[src/rtl/ddr_bw_pkg.sv]
// Shared types and constants for the DDR bandwidth-test sequencer.
// Includes the state encoding, the min/max record and the expected-beat helper.
package ddr_bw_pkg;

    localparam int unsigned DEF_BURST_LENGTH = 7;
    localparam int unsigned BEATS_PER_BURST  = DEF_BURST_LENGTH + 1;

    typedef logic [2:0] seq_state_t;

    localparam seq_state_t ST_IDLE    = 3'd0;
    localparam seq_state_t ST_ARM     = 3'd1;
    localparam seq_state_t ST_RUN     = 3'd2;
    localparam seq_state_t ST_RELEASE = 3'd3;
    localparam seq_state_t ST_CHECK   = 3'd4;
    localparam seq_state_t ST_DONE    = 3'd5;

    typedef struct packed {
        logic        have_job;
        logic [31:0] min_cyc;
        logic [31:0] max_cyc;
    } stat_t;

    function automatic logic [47:0] calc_exp_beats(input logic [31:0] nburst,
                                                   input int unsigned burst_length);
        return 48'(nburst) * 48'(burst_length + 1);
    endfunction

endpackage

[src/rtl/ddr_bw_stats.sv]
// Per-sequence job statistics: saturating total cycle count plus min/max job latency.
// The first completed job loads both min and max; later jobs compare unsigned.
module ddr_bw_stats
    import ddr_bw_pkg::*;
#(
    parameter int TOT_W = 48
) (
    input  logic             clk,
    input  logic             rst,
    input  logic             clr,
    input  logic             upd,
    input  logic [31:0]      job_cyc,
    output logic [TOT_W-1:0] total_cyc,
    output logic [31:0]      min_cyc,
    output logic [31:0]      max_cyc
);

    stat_t            st;
    logic [TOT_W:0]   sum;
    logic [TOT_W-1:0] total_nxt;

    assign sum       = {1'b0, total_cyc} + (TOT_W+1)'(job_cyc);
    assign total_nxt = sum[TOT_W] ? '1 : sum[TOT_W-1:0];

    always_ff @(posedge clk) begin
        if (rst || clr) begin
            st        <= '0;
            total_cyc <= '0;
        end else if (upd) begin
            total_cyc   <= total_nxt;
            st.have_job <= 1'b1;
            if (!st.have_job || job_cyc < st.min_cyc) st.min_cyc <= job_cyc;
            if (!st.have_job || job_cyc > st.max_cyc) st.max_cyc <= job_cyc;
        end
    end

    assign min_cyc = st.min_cyc;
    assign max_cyc = st.max_cyc;

endmodule

[src/rtl/ddr_bw_seq_ctrl.sv]
// Sequencer for the DDR bandwidth-test AXI read master: runs back-to-back read jobs,
// times each one, counts drained beats and reports statistics and error flags.
//
// state   | meaning
// IDLE    | waiting for a cfg_start rising edge
// ARM     | address/nburst presented, beat counter cleared, start still low
// RUN     | mst_start high, job cycle counter running until mst_done
// RELEASE | start dropped, wait for done to clear and all beats drained
// CHECK   | record job stats, check beat count, step the address
// DONE    | sequence finished, results held until the next start
module ddr_bw_seq_ctrl
    import ddr_bw_pkg::*;
#(
    parameter int unsigned BURST_LENGTH = DEF_BURST_LENGTH,
    parameter int          RUN_W        = 16,
    parameter int          TOT_W        = 48
) (
    input  logic             clk,
    input  logic             rst,
    input  logic             cfg_start,
    input  logic [31:0]      cfg_base_addr,
    input  logic [31:0]      cfg_stride,
    input  logic [31:0]      cfg_nburst,
    input  logic [RUN_W-1:0] cfg_nruns,
    input  logic [31:0]      cfg_timeout,
    output logic             mst_start,
    output logic [31:0]      mst_addr,
    output logic [31:0]      mst_nburst,
    input  logic             mst_done,
    input  logic             beat_valid,
    input  logic             beat_ready,
    output logic             stat_busy,
    output logic             stat_done,
    output logic             stat_err_timeout,
    output logic             stat_err_beats,
    output logic [RUN_W-1:0] stat_runs_done,
    output logic [TOT_W-1:0] stat_total_cyc,
    output logic [31:0]      stat_min_cyc,
    output logic [31:0]      stat_max_cyc
);

    seq_state_t       state;
    logic             start_q;
    logic             start_edge;
    logic             seq_accept;
    logic [31:0]      stride_q;
    logic [RUN_W-1:0] nruns_q;
    logic [47:0]      exp_beats;
    logic [47:0]      beat_cnt;
    logic             beat_carry;
    logic             beat;
    logic [31:0]      cyc;
    logic [31:0]      ph_cnt;
    logic [31:0]      ph_nxt;
    logic             tmo_hit;
    logic             release_ok;
    logic             last_run;

    assign start_edge = cfg_start && !start_q;
    assign seq_accept = start_edge && (state == ST_IDLE || state == ST_DONE);
    assign beat       = beat_valid && beat_ready;
    assign ph_nxt     = ph_cnt + 32'd1;
    assign tmo_hit    = (cfg_timeout != 32'd0) && (ph_nxt >= cfg_timeout);
    assign release_ok = !mst_done && (beat_cnt >= exp_beats);
    assign last_run   = (stat_runs_done + RUN_W'(1)) == nruns_q;

    // Decoded from state and gated by rst so the master sees start drop in the reset cycle itself.
    assign mst_start  = (state == ST_RUN) && !rst;

    always_ff @(posedge clk) begin
        if (rst) begin
            state            <= ST_IDLE;
            start_q          <= 1'b0;
            stride_q         <= '0;
            nruns_q          <= '0;
            exp_beats        <= '0;
            beat_cnt         <= '0;
            beat_carry       <= 1'b0;
            cyc              <= '0;
            ph_cnt           <= '0;
            mst_addr         <= '0;
            mst_nburst       <= '0;
            stat_busy        <= 1'b0;
            stat_done        <= 1'b0;
            stat_err_timeout <= 1'b0;
            stat_err_beats   <= 1'b0;
            stat_runs_done   <= '0;
        end else begin
            start_q <= cfg_start;
            case (state)
                ST_IDLE, ST_DONE: begin
                    if (seq_accept) begin
                        mst_addr         <= cfg_base_addr;
                        mst_nburst       <= cfg_nburst;
                        stride_q         <= cfg_stride;
                        nruns_q          <= cfg_nruns;
                        exp_beats        <= calc_exp_beats(cfg_nburst, BURST_LENGTH);
                        beat_carry       <= 1'b0;
                        stat_err_timeout <= 1'b0;
                        stat_err_beats   <= 1'b0;
                        stat_runs_done   <= '0;
                        stat_busy        <= (cfg_nruns != '0);
                        stat_done        <= (cfg_nruns == '0);
                        state            <= (cfg_nruns == '0) ? ST_DONE : ST_ARM;
                    end
                end
                ST_ARM: begin
                    beat_cnt   <= {47'd0, beat_carry};
                    beat_carry <= 1'b0;
                    cyc        <= 32'd1;
                    ph_cnt     <= '0;
                    state      <= ST_RUN;
                end
                ST_RUN: begin
                    if (beat) beat_cnt <= beat_cnt + 48'd1;
                    if (mst_done) begin
                        ph_cnt <= '0;
                        state  <= ST_RELEASE;
                    end else if (tmo_hit) begin
                        stat_err_timeout <= 1'b1;
                        stat_busy        <= 1'b0;
                        stat_done        <= 1'b1;
                        state            <= ST_DONE;
                    end else begin
                        cyc    <= cyc + 32'd1;
                        ph_cnt <= ph_nxt;
                    end
                end
                ST_RELEASE: begin
                    if (beat) beat_cnt <= beat_cnt + 48'd1;
                    if (release_ok) begin
                        state <= ST_CHECK;
                    end else if (tmo_hit) begin
                        stat_err_timeout <= 1'b1;
                        stat_busy        <= 1'b0;
                        stat_done        <= 1'b1;
                        state            <= ST_DONE;
                    end else begin
                        ph_cnt <= ph_nxt;
                    end
                end
                ST_CHECK: begin
                    // A beat arriving here belongs to the next job.
                    beat_carry     <= beat;
                    if (beat_cnt != exp_beats) stat_err_beats <= 1'b1;
                    stat_runs_done <= stat_runs_done + RUN_W'(1);
                    mst_addr       <= mst_addr + stride_q;
                    if (last_run) begin
                        stat_busy <= 1'b0;
                        stat_done <= 1'b1;
                        state     <= ST_DONE;
                    end else begin
                        state <= ST_ARM;
                    end
                end
                default: state <= ST_IDLE;
            endcase
        end
    end

    ddr_bw_stats #(
        .TOT_W (TOT_W)
    ) u_stats (
        .clk       (clk),
        .rst       (rst),
        .clr       (seq_accept),
        .upd       (state == ST_CHECK),
        .job_cyc   (cyc),
        .total_cyc (stat_total_cyc),
        .min_cyc   (stat_min_cyc),
        .max_cyc   (stat_max_cyc)
    );

endmodule

[config.mk]
export PLATFORM = sky130hd
export DESIGN_NAME = ddr_bw_seq_ctrl
export DESIGN_NICKNAME = d
export VERILOG_FILES = /design/src/rtl/ddr_bw_pkg.sv /design/src/rtl/ddr_bw_stats.sv /design/src/rtl/ddr_bw_seq_ctrl.sv
export SDC_FILE = /design/constraint.sdc
export NUM_CORES = 1
export LEC_CHECK = 0
export BUFFER_PORTS_ARGS = -buffer_cell sky130_fd_sc_hd__buf_2
export CORE_MARGIN = 1.5
export CORE_UTILIZATION = 40
export CTS_BUF_LIST = sky130_fd_sc_hd__clkbuf_2 sky130_fd_sc_hd__clkbuf_4 sky130_fd_sc_hd__clkbuf_8
export CTS_CLUSTER_DIAMETER = 50
export DETAILED_ROUTE_END_ITERATION = 7
export GPL_ROUTABILITY_DRIVEN = 1
export GPL_TIMING_DRIVEN = 0
export MAX_ROUTING_LAYER = met4
export SLEW_MARGIN = 10
export SYNTH_ARGS = -nofsm -noshare
export SYNTH_HDL_FRONTEND = slang
export SYNTH_HIERARCHICAL = 1
export SYNTH_SLANG_ARGS = --single-unit
[constraint.sdc]
create_clock -name clk -period 5.3 [get_ports clk]
set_clock_uncertainty 0.05 [all_clocks]
set_input_delay 0.265 -clock clk [delete_from_list [all_inputs] [get_ports clk]]
set_output_delay 0.265 -clock clk [all_outputs]
set_load 0.01 [all_outputs]
==> results by stage <==
Synth:
- Sorting the synthesized cells by area gives the leading types as sky130_fd_sc_hd__dfxtp_1, sky130_fd_sc_hd__ha_1, sky130_fd_sc_hd__nand2_1, sky130_fd_sc_hd__a21oi_1, sky130_fd_sc_hd__mux2i_1.
- The net count after synthesis is 3,257.
- The fraction of post-synthesis cell area in the top cell type by area is 0.316.
- The number of enable flip-flop cells after synthesis is 0.
- Of the synthesized area, sequential elements account for 0.316.
- The per-instance average area after synthesis is 7.88 um^2.
- For this run, the number of Yosys warnings is 6.
- The share of flip-flops with an asynchronous set or reset after synthesis is 0.
- The cell accounting for the most synthesized area is sky130_fd_sc_hd__dfxtp_1.
- In the synthesized netlist the dominant register cell turns out to be sky130_fd_sc_hd__dfxtp_1.
- The count of unique library cells instantiated by Yosys is 89.
- The number of instances in the synthesized netlist is between 2,000 and 3,000.
- The cell area after technology mapping is roughly 23,000 um^2.
- The total of flip-flops plus latches after synthesis is about 360.

Power:
- Dividing total power by cell area gives a power density of 238 nW/um^2.
- The peak supply drop is 0.000159 V.
- The design draws around 6.7 mW.
- The analysis attributes to cell leakage a power of 12.6 nW.

Detailed routing:
- Before antenna repair, the detailed router went through 5 iterations.
- For this block, the initial DRC count from the detailed router was 1,361.
- For this block, the routed nets add up to 78.2 mm of wire.
- The detailed-route DRC error count is 0.
- The wire length per cell is around 18 um.
- The number of nets still failing antenna checks after routing is 0.
- The met2 routed wirelength is about 35 mm.
- In this run the top signal layer used is met4.
- The sum of met3 wire segment lengths after detailed routing is 4.98 mm.
- The final route contains 23,200 vias.
- The number of vias per cell after detailed routing is 5.46.
- The routed length on met1 is 34.9 mm.

STA:
- Based on the critical path, the design can be clocked at up to about 200 MHz.
- The total of endpoints with negative setup slack in the final report is 0.
- Hold is met by 110 ps.
- The total count of hold-check failures in the final report came to 0.
- After routing, the total negative slack on setup checks comes to 0 ps.
- Setup repair after global routing could not meet its margin everywhere.
- The total count of max-transition violations in the final report came to 0.
- At the pin with the least slew margin, the transition time is between 1000 and 1500 ps.
- In the finished design, the share of the clock period the worst path needs comes to 0.937.
- Headroom to the max-slew limit came out at 0.278.
- The worst path in the final design needs a cycle of 4970 ps, including I/O delays and setup.

Floorplanning:
- The chip height is 242 um.
- The die span in x is 242 um.
- The area of the die is 58,800 um^2.
- The core region is around 56,000 um^2.
- For this design the top-level I/O count stands at 347.
- The initial utilization of the core area, before any placement, comes to 0.406.
- Row generation in the floorplan step produced 87 rows.

Finish:
- Of the cells placed in the final design, the portion with a size suffix greater than 1 is 0.172.
- In the layout the commonest cells are sky130_fd_sc_hd__nand2_1, sky130_fd_sc_hd__dfxtp_1, sky130_fd_sc_hd__buf_2, sky130_fd_sc_hd__a21oi_1, sky130_fd_sc_hd__ha_1.
- Leaving out fill and tap cells, the most frequent cell in the layout is sky130_fd_sc_hd__nand2_1.
- The area growth from synthesis to final layout is 23.5%.
- The count of non-filler cells in the finished layout is 4,259.
- After the last flow step, the layout net total stands at 3,797.
- The post-route cell area is 28,300 um^2.

Critical path:
- The critical path contains buffers and inverters numbering 2 combined.
- The signal on the critical path passes through nand2_2 -> or4_4 -> nor4_4 -> and4_1 -> and3_1 -> buf_4 -> nand3_2 -> xnor2_1 -> ha_1 -> a21o_1 -> a21o_1 -> a21oi_1 -> o21a_1 -> nor2_1 -> a211oi_4 -> o2111ai_2 -> clkbuf_2 -> or3_1 -> a21oi_1.
- Data on the critical path is required at its endpoint by 5830 ps.
- The family of cells with the greatest summed delay on the critical path is simple AND/OR/NAND/NOR gates.
- In this run the worst path has a maximum fanout of 10.
- The worst setup path is launched from a flip-flop.
- The reg2reg setup slack is 330 ps.
- Data arrives at the worst endpoint at 5500 ps.
- The kind of critical path is reg -> reg.
- STA classifies the critical path endpoint as a flip-flop.
- The largest single stage delay on the critical path is 610 ps.
- The cell with the largest stage delay on the worst path is sky130_fd_sc_hd__or4_4.

Placement:
- The half-perimeter wire length of the detailed placement result is 58.6 mm.
- The cell area after placement is between 20,000 and 30,000 um^2.
- The number of instances in the placed design is roughly 4,000.
- The final weighted congestion of routability-driven global placement is 0.985.
- In this run the tool buffered the top-level ports with 346 buffer cells.

Min path:
- The type of the worst min-delay path is in -> reg.

Clock tree:
- The total CTS buffers is 73.
- The number of clock sinks is 362.
- No sink is reached through more buffers than the 3 on the longest clock path.
- The clock latency of the later-clocked register in the worst-skew pair is 680 ps.
- TritonCTS built the clock tree.
- In this run the clock root is driven by a sky130_fd_sc_hd__clkbuf_8.
- Clock-pin slew was measured on the worst setup and hold paths at 60 ps.
- The H-tree depth is 3.

GRT:
- The first global-routing pass estimated around 120 mm of wire.
- The number of antenna violations at the first check in global routing came to 6.
- The all-layer global routing usage is 0.267.
- The number of global-route vias before repair is 22,700.
- For this run the aggregate overflow at the end of global routing stands at 0.
- The pin count of the biggest net entering global routing is 12.

Run:
- Max-cap violations in this run came to 0.

Run status:
- The run finished with clean final reports.
[final timing paths]
path,depth (start not counted),start,endpoint
setup / recovery,19,ph_cnt[8],cyc[10]
hold / removal,6,cfg_base_addr[30],mst_addr[30]
setup reg to reg,19,ph_cnt[8],cyc[10]
hold reg to reg,2,stride_q[29],stride_q[29]
[final cells by class]
type | count | area, um^2
Tap cell | 756 | 946
Multi-Input combinational cell | 2181 | 14100
Timing Repair Buffer | 465 | 2910
Sequential cell | 362 | 7250
Inverter | 171 | 642
Clock inverter | 18 | 189
Antenna cell | 6 | 15.0
Clock buffer | 104 | 1280
Buffer | 196 | 1030
Fill cell | 5469 | 28200
[synthesized netlist by cell type (64+ instances only)]
cell and number:
sky130_fd_sc_hd__nand2_1 461, sky130_fd_sc_hd__o21ai_0 123, sky130_fd_sc_hd__nor2_1 184, sky130_fd_sc_hd__xnor2_1 81, sky130_fd_sc_hd__inv_1 169, sky130_fd_sc_hd__a21oi_1 280, sky130_fd_sc_hd__ha_1 195, sky130_fd_sc_hd__clkbuf_1 103
sky130_fd_sc_hd__nand3_1 69, sky130_fd_sc_hd__a21o_1 70, sky130_fd_sc_hd__dfxtp_1 362, sky130_fd_sc_hd__buf_4 70, sky130_fd_sc_hd__mux2i_1 80, sky130_fd_sc_hd__xor2_1 64
[cells by family after synthesis]
logic type | Yosys count | share of synthesized area
compound gates | 689 | 0.189
xor+xnor | 145 | 0.0554
fa+ha+maj | 197 | 0.108
buf+inv | 367 | 0.0729
flops | 362 | 0.316
mux | 82 | 0.0362
simple gates | 1068 | 0.222
[power by group]
part | total (mW) | internal (mW) | switching (mW) | leakage (nW)
Sequential | 2.86 | 2.79 | 0.0697 | 2.93
Combinational | 0.856 | 0.322 | 0.534 | 8.92
Clock | 3.01 | 1.70 | 1.31 | 0.775
[repair_timing]
action | in CTS | in global routing
endpoints found under the setup margin | 40 | 54
endpoints found under the hold margin | 114 | 0
setup buffers | 0 | 4
resized for setup | 5 | 7
cloned | 0 | 0
hold buffers | 115 | 0
pin swaps | 0 | 1
[registers in the layout, summed over array words and instances (netlist names)]
signal and count:
start_q 1, mst_addr 32, stat_err_beats 1, u_stats/st 1, ph_cnt 32, stat_runs_done 16
state 3, nruns_q 16, stat_done 1, cyc 32, beat_cnt 48, stat_err_timeout 1
exp_beats 32, beat_carry 1, stat_busy 1, u_stats/max_cyc 32, u_stats/min_cyc 32, stride_q 32
u_stats/total_cyc 48
[per-layer routing]
layer | up-vias | track usage
met2 | 781 | 0.419
met5 | - | -
met4 | 0 | 0.116
met3 | 215 | 0.0527
li1 | 11300 | -
met1 | 10900 | 0.333
[worst min-delay path, stage by stage]
cell and delay [ps]:
sky130_fd_sc_hd__buf_2 100, sky130_fd_sc_hd__nand2_1 50, sky130_fd_sc_hd__a21oi_1 60, sky130_fd_sc_hd__a21oi_1 140
sky130_fd_sc_hd__a311o_1 130, sky130_fd_sc_hd__a31oi_1 40
[through the flow]
stage,utilization,setup WS [ps]
after global routing,0.501,-35.6
after detailed placement,0.453,-305
after global placement,0.453,-161
after CTS,0.500,2.10
final,0.501,332
after floorplan,-,795
(Power assumes the default switching activity.)
